File: src/rtl/servo_pwm_decoder.sv
// Servo PWM decoder: measures the high time in ticks, strobes accepted widths or rejected pulses, and flags signal loss.
// Latency: 3 clk input sync, result 1 clk after the synced fall; no backpressure (strobes are fire-and-forget).
module servo_pwm_decoder #(
    parameter int TICK_DIV = 1000,
    parameter int OFFSET   = 50,
    parameter int MAX_HIGH = 400,
    parameter int TIMEOUT  = 2500
) (
    input  logic       clk,
    input  logic       rst,
    input  logic       pwm_in,
    output logic [7:0] pwm_width,
    output logic       width_valid,
    output logic       pulse_error,
    output logic       signal_lost
);

    localparam int PW = (TICK_DIV > 1) ? $clog2(TICK_DIV) : 1;
    localparam int TW = $clog2(TIMEOUT + 1);
    localparam logic [PW-1:0] PRESC_LAST = PW'(TICK_DIV - 1);
    localparam logic [8:0]    HC_OFF     = 9'(OFFSET);
    localparam logic [8:0]    HC_LAST    = 9'(MAX_HIGH - 1);
    localparam logic [8:0]    HC_MAX     = 9'(MAX_HIGH);
    localparam logic [TW-1:0] TO_LIM     = TW'(TIMEOUT);
    localparam logic [TW-1:0] TO_PRE     = TW'(TIMEOUT - 1);

    typedef enum logic [1:0] {
        WAIT_LOW,
        WAIT_RISE,
        HIGH
    } state_t;

    logic          r_sync1, r_sync2, r_hist;
    logic [1:0]    r_settle;
    logic [PW-1:0] r_presc;
    state_t        r_state;
    logic [8:0]    r_hcnt;
    logic [TW-1:0] r_tocnt;
    logic [7:0]    r_width;
    logic          r_valid, r_err, r_lost;

    logic          w_rise, w_fall, w_tick, w_to_clr;
    logic [PW-1:0] w_presc_cur;
    logic [8:0]    w_diff;
    state_t        w_state_nxt;
    logic [8:0]    w_hcnt_nxt;
    logic [7:0]    w_width_nxt;
    logic          w_valid_nxt, w_err_nxt;

    assign w_rise   = r_sync2 & ~r_hist;
    assign w_fall   = ~r_sync2 & r_hist;
    // The rise cycle itself counts as prescaler phase 0, so N*TICK_DIV high cycles hold exactly N ticks.
    assign w_presc_cur = w_rise ? '0 : r_presc;
    assign w_tick      = (w_presc_cur == PRESC_LAST);
    assign w_to_clr    = (r_state == WAIT_RISE) && w_rise;
    assign w_diff      = r_hcnt - HC_OFF;

    // r_settle keeps WAIT_LOW from trusting the zeroed synchronizer right after reset release.
    always_ff @(posedge clk or negedge rst) begin
        if (!rst) begin
            r_sync1  <= 1'b0;
            r_sync2  <= 1'b0;
            r_hist   <= 1'b0;
            r_settle <= 2'd0;
        end else begin
            r_sync1 <= pwm_in;
            r_sync2 <= r_sync1;
            r_hist  <= r_sync2;
            if (!r_settle[1]) begin
                r_settle <= r_settle + 2'd1;
            end
        end
    end

    always_ff @(posedge clk or negedge rst) begin
        if (!rst) begin
            r_presc <= '0;
            r_tocnt <= '0;
            r_lost  <= 1'b1;
        end else begin
            r_presc <= w_tick ? '0 : w_presc_cur + 1'b1;
            if (w_to_clr) begin
                r_tocnt <= '0;
            end else if (w_tick && (r_tocnt != TO_LIM)) begin
                r_tocnt <= r_tocnt + 1'b1;
            end
            if (w_valid_nxt) begin
                r_lost <= 1'b0;
            end else if (!w_to_clr && w_tick && (r_tocnt == TO_PRE)) begin
                r_lost <= 1'b1;
            end
        end
    end

    always_comb begin
        w_state_nxt = r_state;
        w_hcnt_nxt  = r_hcnt;
        w_width_nxt = r_width;
        w_valid_nxt = 1'b0;
        w_err_nxt   = 1'b0;
        case (r_state)
            WAIT_LOW: begin
                if (r_settle[1] && !r_sync2) begin
                    w_state_nxt = WAIT_RISE;
                end
            end
            WAIT_RISE: begin
                if (w_rise) begin
                    w_hcnt_nxt  = '0;
                    w_state_nxt = HIGH;
                end
            end
            HIGH: begin
                // Fall takes priority so a tick landing on the fall is not counted.
                if (w_fall) begin
                    w_state_nxt = WAIT_RISE;
                    if (r_hcnt < HC_OFF) begin
                        w_err_nxt = 1'b1;
                    end else begin
                        w_valid_nxt = 1'b1;
                        w_width_nxt = w_diff[8] ? 8'hFF : w_diff[7:0];
                    end
                end else if (w_tick) begin
                    if (r_hcnt == HC_LAST) begin
                        w_hcnt_nxt  = HC_MAX;
                        w_err_nxt   = 1'b1;
                        w_state_nxt = WAIT_LOW;
                    end else begin
                        w_hcnt_nxt = r_hcnt + 9'd1;
                    end
                end
            end
            default: w_state_nxt = WAIT_LOW;
        endcase
    end

    always_ff @(posedge clk or negedge rst) begin
        if (!rst) begin
            r_state <= WAIT_LOW;
            r_hcnt  <= '0;
            r_width <= '0;
            r_valid <= 1'b0;
            r_err   <= 1'b0;
        end else begin
            r_state <= w_state_nxt;
            r_hcnt  <= w_hcnt_nxt;
            r_width <= w_width_nxt;
            r_valid <= w_valid_nxt;
            r_err   <= w_err_nxt;
        end
    end

    assign pwm_width   = r_width;
    assign width_valid = r_valid;
    assign pulse_error = r_err;
    assign signal_lost = r_lost;

endmodule

File: config.mk
export PLATFORM = sky130hd
export DESIGN_NAME = servo_pwm_decoder
export DESIGN_NICKNAME = d
export VERILOG_FILES = /design/src/rtl/servo_pwm_decoder.sv
export SDC_FILE = /design/constraint.sdc
export NUM_CORES = 1
export LEC_CHECK = 0
export CORE_AREA = 2 2 67 69
export DETAILED_ROUTE_END_ITERATION = 16
export DIE_AREA = 0 0 69 71
export PLACE_DENSITY_LB_ADDON = 0.05
export SLEW_MARGIN = 20
export SYNTH_ARGS = -nofsm -noshare
export SYNTH_HDL_FRONTEND = slang
export SYNTH_SLANG_ARGS = --single-unit
File: constraint.sdc
create_clock -name clk -period 6.6 [get_ports clk]
set_input_delay 1.32 -clock clk [delete_from_list [all_inputs] [get_ports clk]]
set_output_delay 1.32 -clock clk [all_outputs]
set_load 0.005 [all_outputs]
### Word-level counts from Yosys, hierarchy flattened

Index checks and enable logic that the tools add are counted.
Widths: inputs -> output; s select.

| word-level totals | value |
|---|---|
| register bits | 49 |
| input bits | 3 |
| output and inout bits | 11 |
| logic and storage cells | 77 |

| cells by class | value |
|---|---|
| add/subtract/negate cells | 5 |
| $lt $le $gt $ge | 1 |
| eq/ne operators | 12 |
| muxes and demuxes | 27 |
| bitwise operators | 5 |
| reductions and logical operators | 14 |

Operator list:

| kind | count |
|---|---|
| $mux 9 | 4 |
| $mux 12 | 2 |
| $mux 10 | 2 |
| $pmux 9 s2 | 1 |
| $add 12x1->12 const B | 1 |
| $eq 12x12->1 const B | 1 |
| $mux 2 | 6 |
| $ne 12x12->1 const B | 1 |
| $add 10x1->10 const B | 1 |
| $eq 10x10->1 const B | 1 |
| $mux 1 | 10 |
| $add 9x1->9 const B | 1 |
| $eq 9x9->1 const B | 1 |
| $lt 9x6->1 const B | 1 |
| $sub 9x6->9 const B | 1 |
| $mux 8 | 1 |
| $ne 2x2->1 const B | 4 |
| $reduce_and 4->1 | 2 |
| $ne 3x3->1 const B | 2 |
| $pmux 2 s3 | 1 |
| $reduce_bool 2->1 | 3 |
| $logic_and 1x1->1 | 5 |
| $not 1->1 | 3 |
| $reduce_and 3->1 | 1 |
| 6 further kinds | 8 |

### Depth between registers and ports, before layout

| logic depth | value |
|---|---|
| depth after elaboration | 8 |
| gate-level depth with buffers | 9 |
| depth with buffers taken out | 8 |

### Worst setup path before layout

OpenSTA, ideal clock, no wires.

| timing | value |
|---|---|
| path kind | register to register |
| start point | reg r_sync2 |
| end point | reg r_tocnt[6] |
| setup time | 0.079 ns |
| arrival | 2.200 ns |
| data required time | 6.521 ns |
| setup slack | 4.321 ns |
| cell stages (with the launch flop) | 10 |
| path buffers | 1 |
| period minus slack after synthesis | 2.279 ns |
| path through | dfrtp_1 -> nand2b_1 -> buf_2 -> and2_1 -> ha_1 -> nor2b_1 -> nand4_2 -> nor2_1 -> and4bb_1 -> mux2i_1 |

| on the way | value |
|---|---|
| longest elaborated chain between the ends | 5 |
| elaborated cells on any way between the ends | 7 |
| those cells by class | eq/ne (1); mux (2); bitwise (1); reduce/logical (3) |

Ends and longest elaborated chain:

| element | RTL line | RTL |
|---|---|---|
| from (decl) | 33 | `logic r_sync1, r_sync2, r_hist;` |
| from (signal assigned) | 67 | `r_sync2 <= r_sync1;` |
| $and 1x1->1 (*) | 50 | `assign w_rise = r_sync2 & ~r_hist;` |
| $mux 10 | 53 | `assign w_presc_cur = w_rise ? '0 : r_presc;` |
| $eq 10x10->1 | 54 | `assign w_tick = (w_presc_cur == PRESC_LAST);` |
| $logic_and 1x1->1 | 84 | `end else if (w_tick && (r_tocnt != TO_LIM)) begin` |
| $reduce_bool 2->1 (no source line) | - |  |
| to (signal assigned) | 85 | `r_tocnt <= r_tocnt + 1'b1;` |
| to (decl) | 38 | `logic [TW-1:0] r_tocnt;` |

Mark *: on every way between the ends. The rest lies on a longest branch, timed or not.
A chain may end at the register's enable or synchronous reset.

### Worst setup path in the final report

Same ends and word-level chain as after synthesis.

==> results.json <==
{
  "cts_setup_buffers": 0,
  "via_per_inst": 5.80,
  "grt-ovfl-total": 0,
  "drc": 0,
  "avgRoutedWirePerCell_um": 14.7,
  "initial_core_util_pct": 62.1,
  "cp_max_fo": 11,
  "rrSetupSlack_ns": 3.90,
  "p_total_mw": 0.549,
  "area_growth_pct": 8.49,
  "clk_latency_ns": 0.29,
  "syn_avg_cell_area_um2": 9.63,
  "drt-pass1-iter-count": 4,
  "ys_warn_count": 0,
  "grt_pass1_wl_um": 8660,
  "cp.arrival_ns": 2.92,
  "grt_util_met3_pct": 3.85,
  "synth_area_leaders": "dfrtp_1, xnor2_1, nor2_1",
  "drtIter0Drc": 139,
  "grt_use_total_pct": 21.8,
  "synth_cells": 271,
  "r2r-start": "r_sync2",
  "ant_nets": 0,
  "dp_slack_ns": 3.93,
  "worstHoldStart": "r_sync1",
  "fin_setup_tns_ns": 0,
  "startpoint_type": "flop",
  "holdBufCountCts": 0,
  "core-area_um2": 4200,
  "cts_buffer_depth": 2,
  "power_density_nw_per_um2": 194,
  "hold_path_depth": 0,
  "final_cell_mix": "dfrtp_1, nor2_1, nand2_1",
  "postLayoutCoreUtil_pct": 67.4,
  "fmax_ghz": 0.371,
  "final_cell_area_um2": 2830,
  "finalSetupViolations": 0,
  "ys.flop_type": "dfrtp_1",
  "netlist.area_leader.share_pct": 46.0,
  "routed_wl_um": 4870,
  "rows": 24,
  "antenna_found_initial": 0,
  "cts-resized-gates": 0,
  "setup_ws_ns": 3.90,
  "nets": 288,
  "ioPinCount": 14,
  "synth_edf_count": 0,
  "final_common_cell": "dfrtp_1",
  "drive_above_1_share_pct": 6.79,
  "die_area_um2": 4900,
  "grt_pass1_vias": 1815,
  "fin_worst_skew_ns": 0.00905,
  "required_ns": 6.83,
  "synthesis.nets": 280,
  "drv_cap": 0,
  "synth_area_um2": 2610,
  "crit_type": "reg -> reg",
  "hold_viol": 0,
  "die_y_um": 71,
  "vias": 1924,
  "synth_top_cell_by_area": "dfrtp_1",
  "die_w_um": 69,
  "gr-usage-met2_pct": 31.7,
  "clock-sinks": 49,
  "dpl.hpwl_um": 3380,
  "period_minus_slack_ns": 2.70,
  "cts_tree": "built",
  "outcome": "finished, final reports clean",
  "hold_class": "reg -> reg",
  "leakage_nw": 1.19,
  "min_to": "r_sync2",
  "cts_buffers": 5,
  "end_kind": "flop",
  "vdd_drop_max_v": 0.000165,
  "grt_start_max_net_pins": 50,
  "dpl_cell_area_um2": 2750,
  "cts-htree-levels": 2,
  "top_usage_layer": "met1",
  "synth-seq-cells": 49,
  "use_met1_pct": 33.9,
  "tightest_slew_ns": 0.876,
  "cts.clk_slew.worst_paths_ns": 0.09,
  "antenna_cells": 0,
  "clockRootBuffer": "clkbuf_8",
  "postSynth.asyncResetShare_pct": 100,
  "max-slew-margin-rel_pct": 41.6,
  "portBuffers": 13,
  "rsz0062_at_grt": "false",
  "worstRegToRegCells": 8,
  "r2r_end": "r_tocnt[6]",
  "ys_seq_area_share_pct": 47.0,
  "slew_violations": 0,
  "gp_congestion": 0.814,
  "post-route-period-util_pct": 40.9,
  "ys_types": 47
}
-- routing by layer --
metal	part of all wire, %	vias up	wire length, um
met5	0	-	0
met3	2.8	5	135
met1	52	928	2550
li1	-	967	-
met2	44	24	2130
met4	0.99	0	48
-- power breakdown --
group / switching, mW / internal, mW
combinational: 0.0294 / 0.0199
sequential: 0.0166 / 0.314
clock: 0.0935 / 0.0755
-- kinds of logic (layout without fill, tap and decap cells) --
family	after synthesis	in the layout	share of synthesized area, %
and+or+nand+nor	131	131	28.5
DFF	49	49	47.0
AOI/OAI and AO/OA	39	39	9.68
buffers and inverters	21	30	3.26
xor gates and xnor gates	20	20	6.71
adders and majority gates	6	6	2.88
muxes	5	5	1.92
-- stage by stage --
| stage | instances | hold slack (ns) |
|---|---|---|
| 2_1_floorplan | 271 | 0.331 |
| 3_3_place_gp | 324 | 0.340 |
| 3_5_place_dp | 324 | 0.336 |
| 4_1_cts | 332 | 0.365 |
| 5_1_grt | 332 | 0.377 |
| 6_report | 332 | 0.362 |
-- flip-flops by register name (all words and copies together) (netlist names) --
signal	count
width_valid	1
r_settle	2
pulse_error	1
r_hist	1
r_presc	10
signal_lost	1
r_sync2	1
r_tocnt	12
r_state	2
r_sync1	1
r_hcnt	9
pwm_width	8
-- worst max-delay path by stage --
stage,startpoint,end,slack [ns],depth (start not counted)
after detailed placement,r_sync2,r_tocnt[6],3.93,8
final,r_sync2,r_tocnt[6],3.90,8
after floorplan,r_sync2,r_tocnt[6],4.32,9
after CTS,r_sync2,r_tocnt[6],3.91,8
after global routing,r_sync2,r_tocnt[6],3.61,8
after global placement,r_sync2,r_tocnt[6],4.06,8
-- cell type report --
class / count / area, um2
well taps: 52 / 65.1
fillers: 353 / 1370
repair buffers: 13 / 128
flip-flops and latches: 49 / 1230
clock buffers: 8 / 80.1
inverters: 9 / 33.8
multi-input cells: 201 / 1300
-- Yosys cell counts (all sizes together), types with 2 or more instances --
library cell	n
a21oi	8
a31oi	4
and2	2
and3	7
buf	5
clkbuf	7
dfrtp	48
ha	6
inv	9
mux2i	5
nand2	25
nand2b	8
nand3	16
nand3b	4
nand4	5
nor2	27
nor2b	7
nor3	7
nor3b	3
nor4	5
nor4b	3
o21ai	11
o22a	6
o31ai	2
or2	4
or3	5
xnor2	15
xor2	5
-- worst max-delay path, cell delays in order (launching register included) --
cell and delay [ns]:
dfrtp_1 0.42, nand2b_1 0.31, and2_1 0.21, ha_1 0.23
nor2b_1 0.21, nand4_2 0.26, nor2_1 0.53, and4bb_1 0.28
mux2i_1 0.18
Power figures use the tool's default switching activity.
